## src/rtl/swnet_pkg.sv

```systemverilog
// Shared constants and lane-pairing helpers for the swnet butterfly switch.
// The optional performance counters in swnet_pipe are enabled by SWNET_PERF_EN.
package swnet_pkg;

  localparam int LOG2N_DEF = 2;
  localparam int W_DEF     = 8;

  // Lane paired with `lane` in stage `stage`: lanes differ only in the bit
  // whose weight is D = N >> (stage+1).
  function automatic int partner(input int stage, input int lane,
                                 input int log2n = LOG2N_DEF);
    return lane ^ ((1 << log2n) >> (stage + 1));
  endfunction

  // Bit of the flattened select vector that drives element `elem` of `stage`.
  function automatic int sel_index(input int stage, input int elem,
                                   input int log2n = LOG2N_DEF);
    return stage * ((1 << log2n) / 2) + elem;
  endfunction

  // Element number owning `lane` in `stage`; elements are counted in
  // ascending order of their low lane, so the D-weight bit is squeezed out.
  function automatic int elem_of(input int stage, input int lane,
                                 input int log2n = LOG2N_DEF);
    int d;
    d = (1 << log2n) >> (stage + 1);
    return ((lane / (2 * d)) * d) + (lane % d);
  endfunction

endpackage

```

## src/rtl/swnet_stage.sv

```systemverilog
// One registered butterfly stage: N/2 pass/swap elements feeding a
// valid/data/select register with elastic (skid-free) ready logic.
module swnet_stage
  import swnet_pkg::*;
#(
  parameter int STAGE = 0,
  parameter int LOG2N = LOG2N_DEF,
  parameter int W     = W_DEF
) (
  input  logic                              clk,
  input  logic                              reset,
  input  logic                              up_valid,
  output logic                              up_ready,
  input  logic [(1<<LOG2N)*W-1:0]           up_data,
  input  logic [LOG2N*(1<<LOG2N)/2-1:0]     up_sel,
  output logic                              dn_valid,
  input  logic                              dn_ready,
  output logic [(1<<LOG2N)*W-1:0]           dn_data,
  output logic [LOG2N*(1<<LOG2N)/2-1:0]     dn_sel
);

  localparam int N    = 1 << LOG2N;
  localparam int NW   = N * W;
  localparam int SELW = LOG2N * N / 2;

  logic            v_q, v_d;
  logic [NW-1:0]   data_q, data_d;
  logic [SELW-1:0] sel_q, sel_d;
  logic [NW-1:0]   routed;
  logic            load;

  // The stage can take a beat when empty or when its beat leaves this cycle.
  assign up_ready = !v_q | dn_ready;
  assign load     = up_valid & up_ready;

  // Each lane picks its own input (pass) or its partner's (swap); both lanes
  // of an element share the same select bit, so this is a 2x2 crossbar.
  for (genvar j = 0; j < N; j++) begin : g_lane
    localparam int P  = partner(STAGE, j, LOG2N);
    localparam int SI = sel_index(STAGE, elem_of(STAGE, j, LOG2N), LOG2N);
    assign routed[j*W +: W] = up_sel[SI] ? up_data[P*W +: W] : up_data[j*W +: W];
  end

  // Next-state for the stage register: load, drain, or hold.
  // The full select vector travels along; bits of stages already passed
  // are dead downstream and get trimmed by synthesis.
  always_comb begin
    v_d    = v_q;
    data_d = data_q;
    sel_d  = sel_q;
    if (load) begin
      v_d    = 1'b1;
      data_d = routed;
      sel_d  = up_sel;
    end else if (dn_ready) begin
      v_d    = 1'b0;
    end
  end

  // Valid bit is the only state that needs reset.
  always_ff @(posedge clk) begin
    if (reset) v_q <= 1'b0;
    else       v_q <= v_d;
  end

  // Payload registers; contents are don't-care while v_q is low.
  always_ff @(posedge clk) begin
    data_q <= data_d;
    sel_q  <= sel_d;
  end

  assign dn_valid = v_q;
  assign dn_data  = data_q;
  assign dn_sel   = sel_q;

endmodule

```

## src/rtl/swnet_pipe.sv

```systemverilog
// Pipelined N x N butterfly lane permuter, LOG2N registered stages.
// Optional beat/stall counters are compiled in when SWNET_PERF_EN is defined.
//
// Handshake: a beat transfers on any rising edge where valid and ready are
// both high; valid never waits on ready, ready may depend combinationally on
// the downstream ready (the ready chain runs from out_ready to in_ready).
module swnet_pipe
  import swnet_pkg::*;
#(
  parameter int LOG2N = LOG2N_DEF,
  parameter int W     = W_DEF
) (
  input  logic                          clk,
  input  logic                          reset,
  input  logic                          cfg_valid,
  input  logic [LOG2N*(1<<LOG2N)/2-1:0] cfg_sel,
  input  logic                          in_valid,
  output logic                          in_ready,
  input  logic [(1<<LOG2N)*W-1:0]       in_data,
  output logic                          out_valid,
  input  logic                          out_ready,
`ifdef SWNET_PERF_EN
  output logic [15:0]                   beat_count,
  output logic [15:0]                   stall_count,
`endif
  output logic [(1<<LOG2N)*W-1:0]       out_data
);

  localparam int N    = 1 << LOG2N;
  localparam int NW   = N * W;
  localparam int SELW = LOG2N * N / 2;

  logic [SELW-1:0] sel_act_q, sel_act_d;
  logic            unused_sel;

  // Beats sample sel_act_q, so a config written this cycle only affects
  // beats accepted on later edges.
  always_comb begin
    sel_act_d = sel_act_q;
    if (cfg_valid) sel_act_d = cfg_sel;
  end

  // Active select register; identity routing after reset.
  always_ff @(posedge clk) begin
    if (reset) sel_act_q <= '0;
    else       sel_act_q <= sel_act_d;
  end

  for (genvar s = 0; s < LOG2N; s++) begin : g_stage
    logic            up_valid, up_ready, dn_valid, dn_ready;
    logic [NW-1:0]   up_data, dn_data;
    logic [SELW-1:0] up_sel, dn_sel;

    if (s == 0) begin : g_first
      assign up_valid = in_valid;
      assign up_data  = in_data;
      assign up_sel   = sel_act_q;
    end else begin : g_chain
      assign up_valid = g_stage[s-1].dn_valid;
      assign up_data  = g_stage[s-1].dn_data;
      assign up_sel   = g_stage[s-1].dn_sel;
    end

    if (s == LOG2N - 1) begin : g_last
      assign dn_ready = out_ready;
    end else begin : g_inner
      assign dn_ready = g_stage[s+1].up_ready;
    end

    swnet_stage #(
      .STAGE (s),
      .LOG2N (LOG2N),
      .W     (W)
    ) u_stage (
      .clk      (clk),
      .reset    (reset),
      .up_valid (up_valid),
      .up_ready (up_ready),
      .up_data  (up_data),
      .up_sel   (up_sel),
      .dn_valid (dn_valid),
      .dn_ready (dn_ready),
      .dn_data  (dn_data),
      .dn_sel   (dn_sel)
    );
  end

  assign in_ready   = g_stage[0].up_ready;
  assign out_valid  = g_stage[LOG2N-1].dn_valid;
  assign out_data   = g_stage[LOG2N-1].dn_data;
  // Selects leaving the last stage have no consumer.
  assign unused_sel = ^g_stage[LOG2N-1].dn_sel;

`ifdef SWNET_PERF_EN
  logic [15:0] beat_count_q, beat_count_d;
  logic [15:0] stall_count_q, stall_count_d;

  // Saturating transfer and stall counters on the output port.
  always_comb begin
    beat_count_d  = beat_count_q;
    stall_count_d = stall_count_q;
    if (out_valid && out_ready && beat_count_q != 16'hFFFF)
      beat_count_d = beat_count_q + 16'd1;
    if (out_valid && !out_ready && stall_count_q != 16'hFFFF)
      stall_count_d = stall_count_q + 16'd1;
  end

  // Counter registers, cleared by reset.
  always_ff @(posedge clk) begin
    if (reset) begin
      beat_count_q  <= '0;
      stall_count_q <= '0;
    end else begin
      beat_count_q  <= beat_count_d;
      stall_count_q <= stall_count_d;
    end
  end

  assign beat_count  = beat_count_q;
  assign stall_count = stall_count_q;
`endif

endmodule
```

## config.mk

```make
export PLATFORM = sky130hd
export DESIGN_NAME = swnet_pipe
export DESIGN_NICKNAME = d
export VERILOG_FILES = /design/src/rtl/swnet_pkg.sv /design/src/rtl/swnet_stage.sv /design/src/rtl/swnet_pipe.sv
export SDC_FILE = /design/constraint.sdc
export NUM_CORES = 1
export LEC_CHECK = 0
export CAP_MARGIN = 20
export CORE_MARGIN = 4
export CORE_UTILIZATION = 38
export CTS_CLUSTER_DIAMETER = 120
export DETAILED_ROUTE_END_ITERATION = 12
export DONT_BUFFER_PORTS = 1
export HOLD_SLACK_MARGIN = 0.08
export SLEW_MARGIN = 20
export SYNTH_ARGS = -nofsm -noshare
export SYNTH_HDL_FRONTEND = slang
export SYNTH_SLANG_ARGS = --single-unit
```

## constraint.sdc

```tcl
create_clock -name clk -period 2.2 [get_ports clk]
set_clock_uncertainty 0.1 [all_clocks]
set_input_delay 0.33 -clock clk [delete_from_list [all_inputs] [get_ports clk]]
set_output_delay 0.33 -clock clk [all_outputs]
set_load 0.005 [all_outputs]
```

* Word level (Yosys, flattened, before mapping) *
Index checks and enable logic that the tools add are counted.

storage, ports and cells
  bits in registers = 74
  latch bits = 0
  RAM bits = 0
  ROM bits = 0
  input port bits = 41
  output and inout bits = 34
  word-level logic and storage cells = 26
  memories = 0

operators by class
  add/sub/neg operators = 0
  multipliers = 0
  div/mod/pow operators = 0
  $lt $le $gt $ge = 0
  equal/unequal tests = 0
  shifts and indexed selects = 0
  multiplexer cells = 12
  bitwise logic cells = 4
  reduce and logical (&&, ||, !) cells = 4

operators with widths
  kind                count
  $mux W8             8
  $mux W1             4
  $reduce_bool A2 Y1  2
  $and A1 B1 Y1       2
  $logic_not A1 Y1    2
  $or A1 B1 Y1        2

* Depth between registers and ports, before layout *
Gate-level depths: netlist of the first run.

  depth in word-level cells = 5
  mapped depth = 4
  depth with buffers taken out = 2

* Modules after synthesis *
Synthesis of the first run repeated with hierarchy kept, for this count alone.

unflattened totals
  cell total of the unflattened synthesis = 167
  area, all modules = 3380.7 sq um

by module, submodules not included
  module       times used  cells an instance  area each (sq um)  seq. area each (sq um)
  swnet_stage  2           77                 1620.3             1101.1
  swnet_pipe   1           13                 140.1              80.1

* Worst setup path before layout of the first run *
No wires, ideal clock.

  path type = in2reg
  start = in out_ready
  end = reg g_stage[0].u_stage.data_q[0] (enable)
  setup time = 0.394 ns
  arrival = 1.334 ns
  required time = 1.706 ns
  path slack = 0.372 ns
  stages = 2
  path buffers = 0
  path through = nand3b_1 > and2_1

between the ends
  cells in the longest elaborated chain, start to end = 3

ends and longest elaborated chain
  element                            RTL line           source
  start, declared                    swnet_pipe.sv:21   input logic out_ready,
  $or A1 B1 Y1 (2 in series)         swnet_stage.sv:33  assign up_ready = !v_q | dn_ready;
  $and A1 B1 Y1                      swnet_stage.sv:34  assign load = up_valid & up_ready;
  named net g_stage[0].u_stage.load  swnet_stage.sv:30  logic load;
  end signal, assigned               swnet_stage.sv:68  data_q <= data_d;
  end, declared                      swnet_stage.sv:27  logic [NW-1:0] data_q, data_d;

The timed path passes the listed nets, and every way through them passes these cells.
A chain may end at the register's enable or synchronous reset.

* Worst setup path after layout of the first run *
  start = reg sel_act_q[0], in the netlist g_stage[0].up_sel[0]
  end = reg g_stage[0].u_stage.data_q[5] (data pin)

between the ends
  cells in the longest elaborated chain, start to end = 1

ends and longest elaborated chain
  element                                 RTL line           source
  start, declared                         swnet_pipe.sv:33   logic [SELW-1:0] sel_act_q, sel_act_d;
  start signal, assigned                  swnet_pipe.sv:46   else sel_act_q <= sel_act_d;
  $mux W8                                 swnet_stage.sv:41  assign routed[j*W +: W] = up_sel[SI] ? up_data[P*W +: W] : up_data[j*W +: W];
  named net g_stage[0].u_stage.routed[5]  swnet_stage.sv:29  logic [NW-1:0] routed;

The timed path passes the listed nets, and every way through them passes these cells.

==> flow_summary.json, run 1 <==
{
  "status": "finished clean",
  "tritoncts": "yes",
  "yosysUniqueCellTypes": 14,
  "fill_cells": 701,
  "final_common_cell": "edfxtp_1",
  "path_cells": "buf_4 -> mux2_4 -> dlygate4sd3_1",
  "setup_violations": 0,
  "fin_crit_sh_pct": 78.6,
  "crit_type": "reg -> reg",
  "die_area_mm2": 0.00994,
  "grt_start_max_net_pins": 35,
  "wl_per_cell_um": 17.9,
  "drtAntennaViolNets": 0,
  "grt_pass1_vias": 1562,
  "antenna_found_initial": 0,
  "min-delay-start": "in_data[13]",
  "critPathRequiredTime_ns": 2.19,
  "synth_simple_gate_area_share_pct": 1.29,
  "avgSynthCellArea_um2": 19.8,
  "crit_fanout": 8,
  "fp-row-count": 33,
  "overflow": 0,
  "start_util_pct": 38.9,
  "syn_nets": 202,
  "max_freq_mhz": 578,
  "critPathArrivalTime_ns": 1.72,
  "rr_startpoint": "g_stage[0].up_sel[0]",
  "rsz0062_at_grt": "false",
  "path_clk_slew_ns": 0.08,
  "post-place-ws_ns": 0.681,
  "synth_top_family_by_area": "multiplexers",
  "drt-total-wl_mm": 5.27,
  "multi_input_area_um2": 955,
  "max-cap-violations": 0,
  "gp_congestion": 0.769,
  "p_per_area_mw_per_mm2": 818,
  "fp.dieH_um": 99.7,
  "cts_num_sinks": 72,
  "worstSetupEndpointType": "register",
  "clk_latency_ns": 0.33,
  "dr.first_iter.drc_count": 41,
  "cts_buffers": 9,
  "grt_first_pass_wirelength_mm": 8.43,
  "first_pass_iters": 4,
  "final-seq-area_mm2": 0.00210,
  "yosysWarnings": 0,
  "tightest_slew_ns": 0.461,
  "slowest_stage": "dlygate4sd3_1",
  "drc": 0,
  "antennaDiodeCount": 0,
  "ys_seq_area_share_pct": 65.8,
  "vias_per_cell": 4.70,
  "clock-root-buffer": "clkbuf_8",
  "hold_class": "in -> reg",
  "max_stage_delay_ns": 0.55,
  "drive_above_1_share_pct": 46.3,
  "synth-adder-area-share_pct": 0,
  "finalSetupTns_ns": 0,
  "crit_start": "g_stage[0].up_sel[0]",
  "io_buffers": 0,
  "coreArea_mm2": 0.00822,
  "final_cell_mix": "edfxtp_1 (66), mux2_4 (38), mux2_2 (26), dlygate4sd3_1 (14), clkbuf_8 (9)",
  "clk_path_buf_depth": 2,
  "grt.total_usage_pct": 11.5,
  "cts-resized-gates": 0,
  "hold_viol": 0,
  "irDropWorstVdd_uv": 408,
  "leakage_nw": 1.31,
  "critPathLaunchType": "register",
  "htree_levels": 3,
  "vias": 1386,
  "yosys_register_bits": 72,
  "nets": 226,
  "syn-cell-area_mm2": 0.00319,
  "final_max_slew_viol_count": 0,
  "relSlewSlack_pct": 69.2,
  "die_w_um": 99.7,
  "muxShareOfSynthArea_pct": 28.3,
  "boundaryPins": 75,
  "synthToLayoutAreaGrowth_pct": 12.4,
  "synth_compound_area_share_pct": 0.313,
  "period_minus_slack_ns": 1.73,
  "synthCells": 161,
  "synth_xor_area_share_pct": 0,
  "setup_ws_ns": 0.470
}
==> critical path: cells and delay by family, from the launching register on <==
family	cells	cell delay [ns]
buf+inv	2	0.75
flops	1	0.34
mux	1	0.30
==> layout make-up <==
cell class	instances	share of cell area (%)
Timing Repair Buffer	22	5.57
Clock buffer	9	3.45
Inverter	2	0.209
Multi-Input combinational cell	78	26.6
Sequential cell	72	58.5
Tap cell	105	3.66
Clock inverter	7	1.99
==> through the flow <==
step | cells | hold slack [ns] | utilization, % | area (um2) | power [mW]
global placement | 265 | 0.302 | 39.6 | 3260 | 1.92
floorplan | 161 | 0.299 | - | 3190 | 1.90
finish | 295 | 0.109 | 43.7 | 3590 | 2.94
global route | 295 | 0.0783 | 43.7 | 3590 | 3.08
detailed placement | 265 | 0.304 | 39.6 | 3260 | 1.93
CTS | 292 | 0.0869 | 43.3 | 3560 | 2.98
==> cells in the mapped netlist, drive strengths merged <==
| library cell | instances | area share, % |
|---|---|---|
| edfxtp | 66 | 62 |
| mux2 | 64 | 27 |
| buf | 8 | 3.9 |
| dfxtp | 6 | 3.8 |
| mux2i | 4 | 1.3 |
| nor2 | 4 | 0.47 |
| a21oi | 2 | 0.31 |
| and2 | 2 | 0.39 |
| inv | 2 | 0.24 |
| clkbuf | 1 | 0.16 |
| nand2b | 1 | 0.20 |
| nand3b | 1 | 0.24 |
==> final timing paths <==
kind,end,slack (ns),cells past startpoint
worst min-delay path,g_stage[0].u_stage.dn_data[29],0.11,1
worst min register to register,g_stage[0].u_stage.dn_sel[2],0.35,0
worst max register to register,g_stage[0].u_stage.dn_data[5],0.47,3
worst max-delay path,g_stage[0].u_stage.dn_data[5],0.47,3
==> registers in the layout, summed over array words and instances, names as in the netlist <==
name and cells:
g_stage.u_stage.dn_valid 2, g_stage.u_stage.dn_sel 2, g_stage.u_stage.dn_data 64, g_stage.up_sel 4
==> layer usage <==
layer / wire length [um] / track usage (%)
met5: 0 / 0
met4: 68 / 5.67
met1: 2070 / 12.9
met3: 372 / 4.98
met2: 2760 / 18.8
==> logic make-up (layout without fill, tap and decap cells) <==
kind of cell	count (synthesis)	after routing
compound gates	2	2
buf+inv	11	40
flops	72	72
mux	68	68
simple gates	8	8
==> repair_timing <==
item,4_1_cts,5_1_grt
hold buffers,11,3
hold endpoints to repair,6,2
setup buffers,0,0
==> where the power goes <==
part	leakage, nW	internal [mW]	switching (mW)	total, mW
combinational	0.532	0.171	0.101	0.272
clock	0.0916	0.523	0.494	1.02
sequential	0.682	1.61	0.0421	1.65
(Power assumes the default switching activity.)
==> inputs of run 2 (changes only) <==
clock period = 1.8 ns   (was 2.2 ns; I/O delays follow)
==> run 2 against run 1 <==
  * Die area did not move
  * Register-to-register slack got worse by 0.45 ns
  * Global-route usage is 0.52 points higher
  * Via count rose by 14%
  * Wire length up 12%
  * Utilization is 5.5 points higher
  * Flip-flop and latch count unchanged
  * Worst setup slack got worse by 0.45 ns
  * Critical path type unchanged
  * Largest cell class unchanged
==> flow_summary.json, run 2 (synthesis results as in run 1) <==
{
  "drc": 0,
  "dpl_cell_area_mm2": 0.00327,
  "io_buffers": 0,
  "r2r_slack_ns": 0.02,
  "nets": 270,
  "p_clk_share_pct": 33.2,
  "power_frac_comb_pct": 11.9,
  "swShare_pct": 21.5,
  "critPathLaunchType": "register",
  "period_minus_slack_ns": 1.78,
  "gp_congestion": 0.855,
  "finalSetupTns_ns": 0,
  "ff2ff_path_depth": 3,
  "p_per_area_mw_per_mm2": 909,
  "grt.total_usage_pct": 12.0,
  "cts_num_sinks": 72,
  "crit_type": "reg -> reg",
  "relSlewSlack_pct": 46.3,
  "min-delay-start": "out_ready",
  "irDropWorstVdd_uv": 411,
  "synthToLayoutAreaGrowth_pct": 26.4,
  "start_util_pct": 38.9,
  "setup_violations": 0,
  "final_max_slew_viol_count": 0,
  "r2r_end": "g_stage[0].u_stage.dn_data[0]",
  "sequentialPowerShare_pct": 55.0,
  "leakage_nw": 1.50,
  "dr.first_iter.drc_count": 47,
  "first_pass_iters": 4,
  "die_w_um": 99.7,
  "clk_latency_ns": 0.33,
  "max-cap-violations": 0,
  "hold_class": "in -> reg",
  "clock-root-buffer": "clkbuf_8",
  "netSwitchingPower_mw": 0.791,
  "vias_per_cell": 4.66,
  "fin_crit_sh_pct": 98.9,
  "final_cell_mix": "edfxtp_1 (66), dlygate4sd3_1 (58), mux2_4 (38), mux2_2 (26), clkbuf_8 (9)",
  "tightest_slew_ns": 0.805,
  "drt-total-wl_mm": 5.88,
  "die_area_mm2": 0.00994,
  "hold_ws_ns": 0.106,
  "setup_ws_ns": 0.0199,
  "wl_per_cell_um": 17.4,
  "fp.dieH_um": 99.7,
  "drive_above_1_share_pct": 37.8,
  "grt_start_max_net_pins": 35,
  "crit_fanout": 9,
  "post_cts.repair.setup_buffers": 0,
  "drtAntennaViolNets": 0,
  "post-place-ws_ns": 0.102,
  "grt_pass1_vias": 1737,
  "hpwl_mm": 3.82,
  "p_int_mw": 2.88,
  "max_freq_mhz": 562,
  "vias": 1576,
  "antenna_found_initial": 0,
  "stdcell_area_mm2": 0.00404,
  "htree_levels": 3,
  "largest_reg_flops": 64,
  "path_clk_slew_ns": 0.08,
  "coreArea_mm2": 0.00822,
  "boundaryPins": 75,
  "hold_viol": 0,
  "clk_path_buf_depth": 2,
  "status": "finished clean",
  "fp-row-count": 33,
  "rsz0062_at_grt": "true",
  "final_common_cell": "edfxtp_1",
  "overflow": 0,
  "critPathArrivalTime_ns": 1.76,
  "worstSetupEndpointType": "register",
  "grt_first_pass_wirelength_mm": 8.91,
  "tritoncts": "yes",
  "hold_end": "g_stage[0].u_stage.dn_valid",
  "p_total_mw": 3.67,
  "cts_buffers": 9,
  "antennaDiodeCount": 0,
  "critPathRequiredTime_ns": 1.78,
  "rr_startpoint": "g_stage[0].up_sel[0]",
  "min_path_cells": 2
}
run 2: power groups by stage:
| stage | sequential [mW] | combinational [mW] | clock (mW) |
|---|---|---|---|
| finish | 2.02 | 0.436 | 1.22 |
| global route | 2.03 | 0.465 | 1.33 |
| CTS | 2.02 | 0.435 | 1.24 |
| detailed placement | 2.06 | 0.312 | 0 |
| global placement | 2.05 | 0.303 | 0 |
| floorplan | 2.04 | 0.285 | 0 |
run 2: layer usage:
layer / vias up / GRT usage, % / routed length [um] / share of wire [%]
li1: 749 / - / - / -
met1: 761 / 13.7 / 2340 / 40
met2: 59 / 21.0 / 3150 / 54
met3: 7 / 3.86 / 286 / 4.9
met4: 0 / 4.52 / 100 / 1.7
met5: - / 0 / 0 / 0
run 2: timing repair:
action	CTS	global route
endpoints found under the setup margin	0	6
endpoints found under the hold margin	38	0
hold buffers	58	0
gates resized for setup	0	1
run 2: metrics by stage:
step                      std cells  utilization (%)
after global placement          265             39.8
final                           338             49.2
after global routing            338             49.2
after detailed placement        265             39.8
after floorplan                 161                -
after CTS                       338             49.1
run 2: critical path: stages (launching register included):
cell	delay (ns)
dfxtp_1	0.34
buf_4	0.22
mux2_4	0.31
dlygate4sd3_1	0.56
run 2: area by class of cell:
| cell class | instances | area, um2 |
|---|---|---|
| well taps | 105 | 131 |
| flip-flops and latches | 72 | 2100 |
| inverters | 2 | 7.51 |
| fillers | 695 | 4180 |
| multi-input cells | 78 | 956 |
| clock buffers | 9 | 124 |
| repair buffers | 66 | 657 |
| clock inverters | 6 | 61.3 |
run 2: worst max-delay path by stage:
| stage | startpoint | end | slack, ns | depth (start not counted) |
|---|---|---|---|---|
| 2_1_floorplan | g_stage[1].u_stage.dn_valid | g_stage[1].u_stage.dn_data[0] | 0.11 | 2 |
| 3_3_place_gp | g_stage[1].u_stage.dn_valid | g_stage[0].u_stage.dn_data[2] | 0.16 | 2 |
| 3_5_place_dp | g_stage[1].u_stage.dn_valid | g_stage[0].u_stage.dn_data[26] | 0.10 | 2 |
| 4_1_cts | g_stage[0].up_sel[0] | g_stage[0].u_stage.dn_data[21] | 0.01 | 3 |
| 5_1_grt | g_stage[0].up_sel[0] | g_stage[0].u_stage.dn_data[0] | -0.02 | 3 |
| 6_report | g_stage[0].up_sel[0] | g_stage[0].u_stage.dn_data[0] | 0.02 | 3 |
==> inputs of run 3 (changes only) <==
ABC_CLOCK_PERIOD_IN_PS = 1900   (was unset)
CORE_UTILIZATION = 50   (was 38)
clock period = 1.9 ns   (was 1.8 ns; I/O delays follow)
==> run 3 against run 2 <==
  * Global-route usage rose by 3.0 points
  * Die area fell by 22%
  * Hold slack got worse by 0.014 ns
  * Sequential power fell by 5%
  * Non-clock buffer count fell by 2
  * Largest cell class unchanged
==> flow_summary.json, run 3 (synthesis results as in run 1) <==
{
  "final_max_slew_viol_count": 0,
  "wl_per_cell_um": 18.1,
  "max_freq_mhz": 542,
  "fp-row-count": 28,
  "p_clk_share_pct": 32.3,
  "grt_first_pass_wirelength_mm": 8.49,
  "maxUsedRoutingLayer": "met4",
  "relSlewSlack_pct": 80.4,
  "crit_fanout": 11,
  "drtAntennaViolNets": 0,
  "leakage_nw": 1.49,
  "drive_above_1_share_pct": 35.8,
  "status": "finished clean",
  "path_clk_slew_ns": 0.07,
  "critPathLaunchType": "register",
  "synthToLayoutAreaGrowth_pct": 25.1,
  "finalSetupTns_ns": 0,
  "dr.first_iter.drc_count": 60,
  "period_minus_slack_ns": 1.85,
  "htree_levels": 3,
  "gp_congestion": 0.746,
  "overflow": 0,
  "antennaDiodeCount": 0,
  "vias_per_cell": 5.25,
  "rsz0062_at_grt": "false",
  "max_stage_delay_ns": 0.56,
  "first_pass_iters": 4,
  "nets": 268,
  "fp.dieH_um": 87.9,
  "critPathRequiredTime_ns": 1.87,
  "die_w_um": 87.9,
  "post-route-util_pct": 65.9,
  "netSwitchingPower_mw": 0.696,
  "vias": 1612,
  "grt_pass1_vias": 1746,
  "final_cell_mix": "edfxtp_1 (66), dlygate4sd3_1 (56), mux2_4 (38), mux2_2 (26), clkbuf_8 (9)",
  "start_util_pct": 52.7,
  "cts_num_sinks": 72,
  "post_cts.repair.setup_buffers": 0,
  "hold_class": "in -> reg",
  "stdcell_area_mm2": 0.00400,
  "dp_cells": 235,
  "grt_start_max_net_pins": 35,
  "p_per_area_mw_per_mm2": 859,
  "drc": 0,
  "coreArea_mm2": 0.00606,
  "antenna_found_initial": 0,
  "wl_met2_mm": 3.00,
  "die_area_mm2": 0.00773,
  "clock-root-buffer": "clkbuf_8",
  "irDropWorstVdd_uv": 450,
  "tritoncts": "yes",
  "clk_latency_ns": 0.33,
  "power_frac_comb_pct": 11.9,
  "critPathArrivalTime_ns": 1.81,
  "setup_violations": 0,
  "dr_wl_met3_um": 295,
  "final_common_cell": "edfxtp_1",
  "dpl_cell_area_mm2": 0.00326,
  "swShare_pct": 20.3,
  "hold_viol": 0,
  "met1Wirelength_mm": 2.13,
  "path_cells": "buf_4 -> mux2_2 -> dlygate4sd3_1",
  "sequentialPowerShare_pct": 55.8,
  "crit_type": "reg -> reg",
  "worstSetupEndpointType": "register",
  "drt-total-wl_mm": 5.54,
  "largest_reg_flops": 64,
  "tightest_slew_ns": 0.294,
  "max-cap-violations": 0,
  "io_buffers": 0,
  "clk_path_buf_depth": 2,
  "p_int_mw": 2.74,
  "grt.total_usage_pct": 15.0,
  "hpwl_mm": 3.47,
  "instances_no_fill": 307,
  "cts_buffers": 9,
  "fin_crit_sh_pct": 97.1,
  "boundaryPins": 75,
  "slowest_stage": "dlygate4sd3_1"
}
## run 3: cell count changes in the layout (fill, tap and decap cells not counted)
cell	change
clkinv_1	+2
dlygate4sd3_1	-2
clkinv_4	-1
buf_12	+2
buf_6	-1
buf_4	-1
clkinv_2	-3
clkbuf_1	+3
and2_1	+1
and2_2	-1
## run 3: what timing repair did
action	in CTS	in global routing
hold buffers	54	2
hold endpoints to repair	34	1
resized for setup	0	0
## run 3: final timing paths
path	cells after the start	from	endpoint	slack, ns
max	3	g_stage[0].up_sel[0]	g_stage[0].u_stage.dn_data[16]	0.05
min	1	in_data[17]	g_stage[0].u_stage.dn_data[1]	0.09
max reg2reg	3	g_stage[0].up_sel[0]	g_stage[0].u_stage.dn_data[16]	0.05
min reg2reg	0	g_stage[0].up_sel[2]	g_stage[0].u_stage.dn_sel[2]	0.35
## run 3: worst max-delay path: cells and delay by family (launching register included)
family | cells | cell delay, ns
buffers and inverters | 2 | 0.78
muxes | 1 | 0.36
DFF | 1 | 0.34
## run 3: per-layer routing
| layer | global-route usage, % | vias up |
|---|---|---|
| met5 | 0 | - |
| met4 | 7.11 | 0 |
| met3 | 4.33 | 13 |
| met2 | 28.1 | 52 |
| met1 | 15.3 | 798 |
| li1 | - | 749 |
## run 3: stage by stage
stage	power (mW)	hold WS (ns)	setup WS, ns
after global placement	2.24	0.256	0.551
final	3.43	0.0922	0.0550
after detailed placement	2.25	0.257	0.524
after floorplan	2.20	0.254	0.0954
after global routing	3.58	0.0800	0.0000697
after CTS	3.46	0.0801	0.0788
## run 3: cell type report
type	count	area [um2]
fillers	434	2060
repair buffers	64	658
clock buffers	12	135
inverters	2	7.51
flip-flops and latches	72	2100
clock inverters	4	45.0
multi-input cells	78	955
well taps	75	93.8
## run 3: power groups by stage
| stage | combinational [mW] | sequential [mW] | clock (mW) |
|---|---|---|---|
| after floorplan | 0.269 | 1.93 | 0 |
| after global placement | 0.288 | 1.95 | 0 |
| after detailed placement | 0.296 | 1.95 | 0 |
| after CTS | 0.404 | 1.92 | 1.14 |
| after global routing | 0.437 | 1.93 | 1.21 |
| final | 0.409 | 1.91 | 1.11 |
